**config.mk**
```make
export PLATFORM = sky130hd
export DESIGN_NAME = square_tone_gen
export DESIGN_NICKNAME = d
export VERILOG_FILES = /design/src/rtl/square_tone_gen.sv
export SDC_FILE = /design/constraint.sdc
export NUM_CORES = 1
export LEC_CHECK = 0
export ABC_AREA = 1
export BUFFER_PORTS_ARGS = -buffer_cell sky130_fd_sc_hd__buf_2
export CELL_PAD_IN_SITES_DETAIL_PLACEMENT = 1
export CELL_PAD_IN_SITES_GLOBAL_PLACEMENT = 2
export CORE_MARGIN = 2
export CORE_UTILIZATION = 36
export CTS_BUF_LIST = sky130_fd_sc_hd__clkbuf_8
export CTS_CLUSTER_DIAMETER = 60
export CTS_CLUSTER_SIZE = 8
export DETAILED_ROUTE_END_ITERATION = 10
export PLACE_DENSITY_LB_ADDON = 0.1
export SETUP_SLACK_MARGIN = 0.05
export SYNTH_ARGS = -nofsm -noshare
export SYNTH_HDL_FRONTEND = slang
export SYNTH_SLANG_ARGS = --single-unit
export TNS_END_PERCENT = 5
```
**constraint.sdc**
```tcl
create_clock -name clk -period 2 [get_ports clk]
set_input_delay 0.1 -clock clk [delete_from_list [all_inputs] [get_ports clk]]
set_output_delay 0.1 -clock clk [all_outputs]
set_load 0.02 [all_outputs]
```
**src/rtl/square_tone_gen.sv**
```systemverilog
// Square-wave tone generator: plays one note command at a time, fetching the
// divider from the note-frequency table and toggling audio_out at the derived rate.
module square_tone_gen #(
    parameter int unsigned PRESCALE = 256,
    parameter int unsigned LEN_W    = 8
) (
    input  logic             clk,
    input  logic             rst_n,
    input  logic             note_valid,
    output logic             note_ready,
    input  logic [3:0]       note_addr,
    input  logic             note_high,
    input  logic [1:0]       note_octave,
    input  logic [LEN_W-1:0] note_len,
    input  logic             note_stop,
    input  logic             beat_tick,
    output logic [3:0]       db_addr,
    output logic             db_high,
    input  logic [7:0]       db_entry,
    output logic             audio_out,
    output logic             busy
);

    localparam int unsigned PW        = (PRESCALE > 1) ? $clog2(PRESCALE) : 1;
    localparam logic [PW-1:0] PRESC_MAX = PW'(PRESCALE - 1);

    typedef enum logic [1:0] {
        IDLE = 2'd0,
        LOAD = 2'd1,
        PLAY = 2'd2
    } state_e;

    state_e           state_q,  state_d;
    logic [1:0]       octave_q, octave_d;
    logic [LEN_W-1:0] len_q,    len_d;
    logic [LEN_W-1:0] remain_q, remain_d;
    logic [7:0]       limit_q,  limit_d;
    logic             rest_q,   rest_d;
    logic [PW-1:0]    presc_q,  presc_d;
    logic [7:0]       tone_q,   tone_d;
    logic             audio_q,  audio_d;
    logic [3:0]       addr_q,   addr_d;
    logic             high_q,   high_d;
    logic             busy_q,   busy_d;
    logic             ready_q,  ready_d;
    logic [7:0]       shifted;

    // Next-state and datapath update
    always_comb begin
        state_d  = state_q;
        octave_d = octave_q;
        len_d    = len_q;
        remain_d = remain_q;
        limit_d  = limit_q;
        rest_d   = rest_q;
        presc_d  = presc_q;
        tone_d   = tone_q;
        audio_d  = audio_q;
        addr_d   = addr_q;
        high_d   = high_q;
        shifted  = db_entry >> octave_q;

        case (state_q)
            IDLE: begin
                if (note_valid) begin
                    state_d  = LOAD;
                    octave_d = note_octave;
                    len_d    = note_len;
                    addr_d   = note_addr;
                    high_d   = note_high;
                end
            end
            LOAD: begin
                rest_d   = (db_entry == 8'd0);
                limit_d  = (shifted == 8'd0) ? 8'd1 : shifted;
                presc_d  = '0;
                tone_d   = '0;
                audio_d  = 1'b0;
                remain_d = len_q;
                state_d  = (len_q == '0 || note_stop) ? IDLE : PLAY;
            end
            PLAY: begin
                // End of note wins over any toggle due on the same edge
                if (note_stop || (beat_tick && remain_q == LEN_W'(1))) begin
                    state_d  = IDLE;
                    audio_d  = 1'b0;
                    presc_d  = '0;
                    tone_d   = '0;
                    remain_d = '0;
                end else begin
                    if (beat_tick) begin
                        remain_d = remain_q - LEN_W'(1);
                    end
                    if (presc_q == PRESC_MAX) begin
                        presc_d = '0;
                        if (tone_q == limit_q - 8'd1) begin
                            tone_d = '0;
                            if (!rest_q) begin
                                audio_d = ~audio_q;
                            end
                        end else begin
                            tone_d = tone_q + 8'd1;
                        end
                    end else begin
                        presc_d = presc_q + PW'(1);
                    end
                end
            end
            default: state_d = IDLE;
        endcase

        busy_d  = (state_d != IDLE);
        ready_d = (state_d == IDLE);
    end

    always_ff @(posedge clk or negedge rst_n) begin
        if (!rst_n) begin
            state_q  <= IDLE;
            octave_q <= '0;
            len_q    <= '0;
            remain_q <= '0;
            limit_q  <= '0;
            rest_q   <= 1'b0;
            presc_q  <= '0;
            tone_q   <= '0;
            audio_q  <= 1'b0;
            addr_q   <= '0;
            high_q   <= 1'b0;
            busy_q   <= 1'b0;
            ready_q  <= 1'b1;
        end else begin
            state_q  <= state_d;
            octave_q <= octave_d;
            len_q    <= len_d;
            remain_q <= remain_d;
            limit_q  <= limit_d;
            rest_q   <= rest_d;
            presc_q  <= presc_d;
            tone_q   <= tone_d;
            audio_q  <= audio_d;
            addr_q   <= addr_d;
            high_q   <= high_d;
            busy_q   <= busy_d;
            ready_q  <= ready_d;
        end
    end

    assign note_ready = ready_q;
    assign busy       = busy_q;
    assign audio_out  = audio_q;
    assign db_addr    = addr_q;
    assign db_high    = high_q;

endmodule
```
# ---- Word-level counts from Yosys, hierarchy flattened
# Index checks and enable logic that the tools add are counted.
dict set report op_classes {
  eq_ne 9
  n_addsub 4
  n_bitwise 1
  mux 20
  reduce_logical 14
  shifts 1
}
# cell count
set ops {}
lappend ops {{$mux 8} 8}
lappend ops {{$pmux 8 s2} 3}
lappend ops {{$logic_not 8->1} 3}
lappend ops {{$add 8x1->8 const B} 2}
lappend ops {{$sub 8x1->8 const B} 2}
lappend ops {{$ne 3x3->1 const B} 4}
lappend ops {{$eq 8x1->1 const B} 1}
lappend ops {{$eq 8x8->1} 1}
lappend ops {{$eq 8x8->1 const B} 1}
lappend ops {{$shr 8x2->8} 1}
lappend ops {{$mux 2} 3}
lappend ops {{$pmux 2 s3} 1}
lappend ops {{$reduce_and 2->1} 3}
lappend ops {{$logic_not 2->1} 2}
lappend ops {{$mux 1} 4}
lappend ops {{$reduce_and 4->1} 1}
lappend ops {{$reduce_bool 2->1} 2}
lappend ops {{$eq 2x1->1 const B} 1}
lappend ops {{$eq 2x2->1 const B} 1}
lappend ops {{$logic_or 1x1->1} 2}
lappend ops {{$pmux 1 s2} 1}
lappend ops {{$logic_and 1x1->1} 1}
lappend ops {{$not 1->1} 1}
dict set report word_totals {
  regBits 53
  elab_cells 62
  output_inout_bits 8
  in_bits 28
}

# ---- Depth between registers and ports, before layout
# Gate-level depths: netlist (run 1).
dict set report logic_depth {
  word_depth 6
  mapped_depth 13
  ltp_nobuf 13
}

# ---- Worst setup path after synthesis (run 1)
# No wires, ideal clock.
dict set report synth_path {
  path_type {flip-flop to flip-flop}
  startpoint {register limit_q[0]}
  endpoint {register audio_q, in the netlist audio_out}
  t_arrival_ns 1.538
  slack_ns 0.345
  required_ns 1.883
  stages_incl_launch_ff 13
  setup_ns 0.117
  n_path_buf 0
  period_less_slack_ns 1.655
  cell_sequence {dfrtp_1 -> inv_1 -> ha_1 -> nand2_1 -> nand2_1 -> nor2_1 -> nand2_1 -> nor2_1 -> nand3_1 -> o21bai_4 -> nand3_1 -> nand2_1 -> nand2_1}
}
dict set report synth_via {
  elab_chain_cells 4
}
# element line_no
set synth_rtl {}
lappend synth_rtl {{start: declaration} 37} ;# logic [7:0] limit_q, limit_d;
lappend synth_rtl {{start signal: assignment} 136} ;# limit_q <= limit_d;
lappend synth_rtl {{$sub 8x1->8} 96} ;# if (tone_q == limit_q - 8'd1) begin
lappend synth_rtl {{$eq 8x8->1} 96}
lappend synth_rtl {{$ne 3x3->1 (no line)} --}
lappend synth_rtl {{$reduce_and 4->1 (no line)} --}
lappend synth_rtl {{end signal: assignment} 140} ;# audio_q <= audio_d;
lappend synth_rtl {{end: declaration} 41} ;# logic audio_q, audio_d;
# No other way between the ends.
# A chain may end at the register's enable or synchronous reset.

# ---- Worst setup path in the final report (run 1)
dict set report layout_path {
  startpoint {register limit_q[1]}
  endpoint {register tone_q[2]}
}
dict set report layout_via {
  elab_chain_cells 6
}
# element line_no
set layout_rtl {}
lappend layout_rtl {{$sub 8x1->8} 96}
lappend layout_rtl {{$eq 8x8->1} 96}
lappend layout_rtl {{$mux 8} 96}
lappend layout_rtl {{$mux 8} 94} ;# if (presc_q == PRESC_MAX) begin
lappend layout_rtl {{$mux 8} 84} ;# if (note_stop || (beat_tick && remain_q == LEN_W'(1))) begin
lappend layout_rtl {{$pmux 8 s2} 63} ;# case (state_q)
lappend layout_rtl {{end signal: assignment} 139} ;# tone_q <= tone_d;
lappend layout_rtl {{end: declaration} 40} ;# logic [7:0] tone_q, tone_d;
# No other way between the ends. The select of a mux whose other input is x is not followed.

==> flow_summary.ini, run 1 <==
[power]
p_leak_nw = 1.79
p_clk_share_pct = 13.0
combPwrFrac_pct = 51.4
power.density_mw_per_mm2 = 1400
seq_power_share_pct = 35.5
p_int_mw = 2.75
max-vdd-ir-drop_v = 0.000729
switching_share_pct = 46.3
switching_power_mw = 2.37
power_mw = 5.12

[worst_setup_path]
crit_top_cell = nand2_1
regToRegSetupSlack_ns = 0.19
cp.required_ns = 2.20
critPathMaxStageDelay_ns = 0.39
crit_arrival_ns = 2.01
r2r-start = limit_q[1]
critPathMaxFanout = 7
cpMaxStageDelayCell = dfrtp_1
reg2reg_to = tone_q[2]
endpoint_kind = flop
critPathLaunchType = flop
crit_type = reg -> reg
cp_cell_sequence = inv_1 -> ha_4 -> inv_1 -> nand2_1 -> nand2_1 -> nor2_1 -> nand2_1 -> nor2_2 -> nand3_2 -> o21bai_4 -> buf_4 -> a22oi_1
r2r_cells = 12

[flow_run]
drv_cap = 0

[timing]
finalWorstSetupSlack_ns = 0.189
fin_skew_ns = 0.0165
tns_ns = 0
max_slew_margin_pct = 52.4
timing.final.hold_violations = 0
grt_setup_unrepaired = yes
finalSetupViolCount = 0
worstMarginPinSlew_ns = 0.713
period_share_pct = 90.6
period_needed_ns = 1.81
drv_slew = 0
max_freq_mhz = 552

[clock_tree]
cts.sink_count = 53
clk_pin_slew_ns = 0.12
cts.path.max_buffers = 2
cts_root_buffer = clkbuf_8
cts_buffers = 5
cts_tree = done
clk_latency_ns = 0.32
cts_max_level = 2

[logic_synthesis]
ys_async_sr_fraction_pct = 100
netlist_area_mm2 = 0.00307
syn_nets = 424
avgSynthCellArea_um2 = 7.93
synthFlopType = dfrtp_1
netlist_instances = 387
yosysWarningCount = 0
ys_ff_latch = 53
seq_area_frac_synth_pct = 43.2
synth_edf_count = 0
synth_cell_types = 41

[detailed_routing]
first_pass_iters = 4
drt_iter0_markers = 65
wl_um = 7530
ant_nets = 0
vias = 2709
wl_per_cell_um = 13.7
drc_errors = 0
drt-vias-per-instance = 4.93

[global_routing]
grt_pass1_wl_um = 12500
antenna_found_initial = 0
grt_max_degree = 32
grt_use_total_pct = 17.5
first_global_vias = 2621
grt-ovfl-total = 0

[final_layout]
drive_gt1_share_pct = 22.0
fin_util_pct = 44.4
areaGrowthSynthToFinish_pct = 19.4
fin_area_mm2 = 0.00366
finalNetCount = 481
fillers = 1031
antenna_cells = 0

[placed_design]
io_buffers = 35
hpwl_um = 5760
dpl_cell_area_mm2 = 0.00340
gp_congestion = 0.769
pre_cts_slack_ns = 0.123

[hold_path]
min_to = len_q[1]
min_path_type = in -> reg
hold_depth = 3
min-delay-start = note_len[1]

[die]
die_area_mm2 = 0.00928
io_pins = 36
start_util_pct = 37.2
die_x_um = 96.4
std_cell_rows = 33
die_h_um = 96.4
core-area_mm2 = 0.00826

[status]
status = finished clean
power groups by stage:
stage / logic (mW) / clock network (mW) / registers (mW)
floorplan: 1.84 / 0 / 1.82
global placement: 2.50 / 0 / 1.83
detailed placement: 2.55 / 0 / 1.84
CTS: 2.57 / 0.691 / 1.82
global route: 3.01 / 0.746 / 1.89
finish: 2.64 / 0.667 / 1.82
through the flow:
stage,instances,hold WS [ns]
after floorplan,387,-0.196
after global placement,528,0.199
after detailed placement,528,0.206
after CTS,545,0.00405
after global routing,550,0.0263
final,550,0.0152
Yosys cell counts (5+ instances only):
cell type	n	area [um^2]
a21oi_1	20	100
dfrtp_1	52	1300
ha_1	9	113
inv_1	46	173
inv_2	5	18.8
mux2_2	9	101
nand2_1	94	353
nand2_2	5	31.3
nand3_1	27	135
nand4_1	5	31.3
nor2_1	28	105
nor2_2	7	43.8
nor3_1	9	45.0
o21ai_0	18	90.1
o21ai_1	6	30.0
xor2_1	8	70.1
how the worst max path moves through the flow:
stage	from	slack (ns)	end
5_1_grt	limit_q[1]	0.008	tone_q[6]
3_3_place_gp	limit_q[0]	0.19	tone_q[5]
6_report	limit_q[1]	0.19	tone_q[2]
2_1_floorplan	limit_q[0]	0.34	audio_out
3_5_place_dp	limit_q[0]	0.12	tone_q[5]
4_1_cts	limit_q[0]	0.11	tone_q[7]
flip-flops by register name, indices dropped and copies added (netlist names):
signal and count:
len_q 8, limit_q 8, presc_q 8, remain_q 8
tone_q 8, db_addr 4, octave_q 2, state_q 2
audio_out 1, busy 1, db_high 1, note_ready 1
rest_q 1
per-layer routing:
layer | share of wire [%] | vias to the layer above | wire, um | track usage (%)
li1 | - | 1376 | - | -
met1 | 50 | 1280 | 3790 | 24.0
met2 | 45 | 46 | 3400 | 28.2
met3 | 3.5 | 7 | 261 | 3.37
met4 | 1.2 | 0 | 87 | 4.58
met5 | 0 | - | 0 | 0
layout by cell type (no fill, tap or decap), types with 2 or more instances in the layout:
master	count
mux2_2	9
nor4_1	3
nand3_2	4
xor2_1	8
buf_4	14
o21ai_0	18
o22ai_1	3
dfrtp_1	52
nor2_2	10
a22oi_1	2
clkinv_4	2
nor3b_1	2
inv_1	45
dlygate4sd3_1	10
ha_1	8
buf_2	35
a21oi_1	20
nand4_1	5
xnor2_1	2
nand2_1	94
nor2_1	25
nand2_2	4
o32ai_1	2
inv_2	6
clkbuf_8	5
o21ai_1	6
a31oi_1	2
nor3_1	9
nand3_1	26
critical path, delay by kind of cell, from the launching register on:
kind	cells	cell delay, ns
AOI/OAI and AO/OA	2	0.32
DFF	1	0.39
and+or+nand+nor	6	0.45
buffers and inverters	3	0.27
adders and majority gates	1	0.26
final cells by class:
| cell class | instances | area [um^2] | share of cell area (%) |
|---|---|---|---|
| clock buffers | 5 | 68.8 | 1.88 |
| clock inverters | 3 | 33.8 | 0.922 |
| inverters | 51 | 191 | 5.22 |
| multi-input cells | 274 | 1530 | 41.8 |
| flip-flops and latches | 53 | 1330 | 36.2 |
| well taps | 105 | 131 | 3.58 |
| repair buffers | 59 | 380 | 10.4 |
what timing repair did:
item	CTS	global route
setup buffers	0	4
hold buffers	9	1
endpoints found under the setup margin	0	8
hold endpoints to repair	36	1
gates resized for setup	0	8
cell families (layout without fill, tap and decap cells):
family | Yosys count | count (layout) | synth area share [%]
muxes | 9 | 9 | 3.30
AOI/OAI and AO/OA | 59 | 59 | 11.2
xor gates and xnor gates | 10 | 10 | 2.85
adders and majority gates | 9 | 9 | 3.67
DFF | 53 | 53 | 43.2
buffers and inverters | 60 | 118 | 7.86
and+or+nand+nor | 187 | 187 | 27.9
No activity file was read; power rests on OpenSTA's default activity.
==> inputs of run 2 (changes only) <==
- CELL_PAD_IN_SITES_DETAIL_PLACEMENT: 1 -> 0
- CELL_PAD_IN_SITES_GLOBAL_PLACEMENT: 2 -> 1
- CORE_UTILIZATION: 36 -> 45
==> flow_summary.ini, run 2 (synthesis gave the netlist of run 1 again) <==
[flow_run]
drv_cap = 0

[timing]
tns_ns = 0
max_slew_margin_pct = 55.5
drv_slew = 0
holdWs_ns = 0.0154
period_needed_ns = 1.79
max_freq_mhz = 560
period_share_pct = 89.3
timing.final.hold_violations = 0
worstMarginPinSlew_ns = 0.667
fin_skew_ns = 0.00660
grt_setup_unrepaired = no
finalSetupViolCount = 0

[power]
power_mw = 4.96
switching_share_pct = 45.6
p_clk_share_pct = 12.3
power.density_mw_per_mm2 = 1410
p_int_mw = 2.70
combPwrFrac_pct = 51.0
seq_power_share_pct = 36.7
p_leak_nw = 1.74
switching_power_mw = 2.26
max-vdd-ir-drop_v = 0.000653

[final_layout]
finalNetCount = 471
layout_commonest_cell = nand2_1
mostFrequentLayoutCells = nand2_1, dfrtp_1, inv_1
fillers = 679
multi_input_area_mm2 = 0.00152
fin_util_pct = 52.6
ff_latch_area_mm2 = 0.00133
antenna_cells = 0
fin_area_mm2 = 0.00351
areaGrowthSynthToFinish_pct = 14.4
drive_gt1_share_pct = 21.4

[die]
core-area_mm2 = 0.00668
die_area_mm2 = 0.00750
die_h_um = 86.6
die_x_um = 86.6
start_util_pct = 46.0
io_pins = 36
std_cell_rows = 30

[worst_setup_path]
critPathMaxFanout = 5
critPathLaunchType = flop
cp_cell_sequence = inv_1 -> ha_4 -> inv_1 -> nand2_1 -> nand2_1 -> nor2_1 -> nand2_1 -> nor2_2 -> nand3_2 -> o21bai_4 -> buf_4 -> a22oi_1
crit_top_cell = nand2_1
crit_arrival_ns = 1.97
cpMaxStageDelayCell = dfrtp_1
critPathMaxStageDelay_ns = 0.39
crit_type = reg -> reg
endpoint_kind = flop
cp.required_ns = 2.19

[detailed_routing]
ant_nets = 0
wl_um = 6680
wl_per_cell_um = 13.0
drt_iter0_markers = 91
first_pass_iters = 4
drt-vias-per-instance = 5.13
vias = 2640
drc_errors = 0

[clock_tree]
cts.sink_count = 53
cts_root_buffer = clkbuf_8
clk_latency_ns = 0.30
clk_pin_slew_ns = 0.10
cts_buffers = 5
cts.path.max_buffers = 2
cts_max_level = 2
cts_tree = done

[hold_path]
min_path_type = in -> reg

[placed_design]
io_buffers = 35
dpl_cell_area_mm2 = 0.00336
gp_congestion = 0.779
hpwl_um = 5040

[global_routing]
first_global_vias = 2561
grt_pass1_wl_um = 11700
grt_max_degree = 54
grt_use_total_pct = 19.5
grt-ovfl-total = 0
antenna_found_initial = 0

[status]
status = finished clean
-- run 2: path summary, 6_finish.rpt --
kind                               from         end  slack (ns)  cells after the start
max                          limit_q[1]   tone_q[2]        0.21                     12
min                        note_addr[2]  db_addr[2]        0.02                      2
max reg2reg                  limit_q[1]   tone_q[2]        0.21                     12
min reg2reg                      rest_q      rest_q        0.51                      2
max in group asynchronous         rst_n  limit_q[1]        1.11                      3
min in group asynchronous         rst_n  presc_q[3]        0.44                      3
-- run 2: area by class of cell --
| class | count | area share (%) |
|---|---|---|
| clock buffer | 5 | 1.96 |
| clock inverter | 3 | 0.499 |
| inverter | 51 | 5.45 |
| multi-input combinational | 274 | 43.3 |
| sequential | 53 | 37.8 |
| tap | 80 | 2.85 |
| timing repair buffer | 49 | 8.12 |
-- run 2: metrics by stage --
step | setup WS, ns | instances
after floorplan | 0.345 | 387
after detailed placement | 0.122 | 501
final | 0.214 | 515
after CTS | 0.105 | 510
after global routing | 0.0534 | 515
after global placement | 0.194 | 501
-- run 2: timing repair --
item,in CTS,in global routing
resized for setup,0,4
setup endpoints to repair,0,9
hold endpoints to repair,52,1
hold buffers,1,1
setup buffers,0,4
-- run 2: power groups by stage --
stage | clock, mW | sequential, mW | combinational, mW
final | 0.611 | 1.82 | 2.53
after floorplan | 0 | 1.82 | 1.84
after detailed placement | 0 | 1.84 | 2.47
after global placement | 0 | 1.83 | 2.43
after CTS | 0.640 | 1.82 | 2.48
after global routing | 0.684 | 1.89 | 2.89
-- run 2: layer usage --
metal / GRT usage, % / wire (um)
met4: 4.69 / 41
met3: 3.90 / 219
met5: 0 / 0
met2: 30.5 / 3030
met1: 28.0 / 3390
-- run 2: worst max-delay path: cells and delay by family, from the launching register on --
kind            cells  cell delay [ns]
simple gates        6             0.45
flops               1             0.39
buf+inv             3             0.28
fa+ha+maj           1             0.27
compound gates      2             0.27
==> inputs of run 3 (changes only) <==
- CORE_MARGIN: 2 -> not set
==> flow_summary.ini, run 3 (synthesis gave the netlist of run 1 again) <==
[placed_design]
gp_congestion = 0.811
hpwl_um = 4800
io_buffers = 35
dpl_cell_area_mm2 = 0.00337
post-place-cells = 499

[power]
p_leak_nw = 1.75
power_mw = 4.97
power.density_mw_per_mm2 = 1410
max-vdd-ir-drop_v = 0.000692

[worst_setup_path]
critPathTopFamily = simple AND/OR/NAND/NOR gates
regToRegSetupSlack_ns = 0.18
critPathMaxFanout = 6
cpMaxStageDelayCell = dfrtp_1
critPathMaxStageDelay_ns = 0.40
r2r-start = limit_q[0]
crit_type = reg -> reg
cp_cell_sequence = inv_1 -> ha_1 -> nand2_1 -> nand2_1 -> nor2_1 -> nand2_1 -> nor2_2 -> nand3_2 -> o21bai_4 -> buf_4 -> o22ai_1
cp.required_ns = 2.20
crit_top_cell = nand2_1
critPathLaunchType = flop
endpoint_kind = flop
r2r_cells = 11
crit_arrival_ns = 2.01
reg2reg_to = tone_q[1]
critPathBufInv = 2

[die]
die_h_um = 84.6
die_x_um = 84.6
std_cell_rows = 29
die_area_mm2 = 0.00716
start_util_pct = 47.5
core-area_mm2 = 0.00646
io_pins = 36

[hold_path]
min-delay-start = note_addr[3]
hold_depth = 2
min_to = db_addr[3]
min_path_type = in -> reg

[detailed_routing]
dr_wl_met2_um = 2920
first_pass_iters = 4
top_layer_used = met4
ant_nets = 0
wl_um = 6530
wl_met3_um = 267
drt_iter0_markers = 95
drc_errors = 0
vias = 2628
drt-vias-per-instance = 5.13
wl_met1_um = 3270
wl_per_cell_um = 12.8

[timing]
timing.final.hold_violations = 0
grt_setup_unrepaired = yes
fin_skew_ns = 0.00869
finalSetupViolCount = 0
period_needed_ns = 1.82
max_freq_mhz = 550
worstMarginPinSlew_ns = 0.505
max_slew_margin_pct = 66.3
tns_ns = 0
holdWs_ns = 0.0127
drv_slew = 0
period_share_pct = 90.9

[clock_tree]
cts_max_level = 2
clk_pin_slew_ns = 0.10
cts_buffers = 5
cts_tree = done
cts_root_buffer = clkbuf_8
cts.path.max_buffers = 2
clk_latency_ns = 0.31
cts.sink_count = 53

[final_layout]
final_cells = 512
drive_gt1_share_pct = 21.4
mostFrequentLayoutCells = nand2_1, dfrtp_1, inv_1
finalNetCount = 471
areaGrowthSynthToFinish_pct = 14.8
layout_commonest_cell = nand2_1
multi_input_area_mm2 = 0.00151
ff_latch_area_mm2 = 0.00133
antenna_cells = 0
fillers = 618
fin_area_mm2 = 0.00352

[flow_run]
drv_cap = 0

[global_routing]
grt_max_degree = 54
grt-ovfl-total = 0
first_global_vias = 2551
grt_use_total_pct = 19.7
antenna_found_initial = 0
grt_pass1_wl_um = 11400

[status]
status = finished clean
## run 3: changes by cell type in the layout (fill, tap and decap cells not counted)
| cell | previous run | this run |
|---|---|---|
| nor3_1 | 9 | 8 |
| buf_4 | 12 | 11 |
| clkinv_4 | 0 | 1 |
| inv_6 | 1 | 0 |
| ha_1 | 8 | 9 |
| buf_12 | 0 | 1 |
| ha_4 | 1 | 0 |
| nor3_2 | 0 | 1 |
| inv_2 | 6 | 5 |
| clkbuf_8 | 5 | 6 |
## run 3: per-stage QoR
step / setup slack (ns) / util (%)
after global placement: 0.203 / 52.2
after global routing: 0.0137 / 54.6
after detailed placement: 0.168 / 52.2
after CTS: 0.159 / 53.9
final: 0.183 / 54.6
after floorplan: 0.345 / -
## run 3: timing repair
action	4_1_cts	5_1_grt
resized for setup	0	3
hold buffers	1	1
endpoints found under the setup margin	0	7
endpoints found under the hold margin	52	1
setup buffers	0	3
## run 3: cell type report
cell class | count | share of cell area [%]
clock buffers | 6 | 2.34
clock inverters | 2 | 0.391
inverters | 51 | 5.43
multi-input cells | 274 | 43.0
flip-flops and latches | 53 | 37.7
well taps | 77 | 2.73
repair buffers | 49 | 8.45
## run 3: power by group
group,internal [mW],switching (mW),leakage (nW)
registers,1.46,0.361,0.666
logic,0.976,1.53,1.03
clock network,0.282,0.367,0.0512
total,2.72,2.26,1.75
## run 3: worst max-delay path by stage
stage / startpoint / to / slack (ns) / depth (start not counted)
floorplan: limit_q[0] / audio_out / 0.34 / 12
global placement: limit_q[0] / tone_q[5] / 0.20 / 12
detailed placement: limit_q[0] / tone_q[7] / 0.17 / 12
CTS: limit_q[0] / tone_q[7] / 0.16 / 12
global route: limit_q[0] / audio_out / 0.01 / 13
finish: limit_q[0] / tone_q[1] / 0.18 / 11
## run 3: routing by layer
metal,track usage [%],vias up
met5,0,-
met4,5.39,0
met3,3.64,7
met2,32.2,62
met1,27.1,1199
li1,-,1360
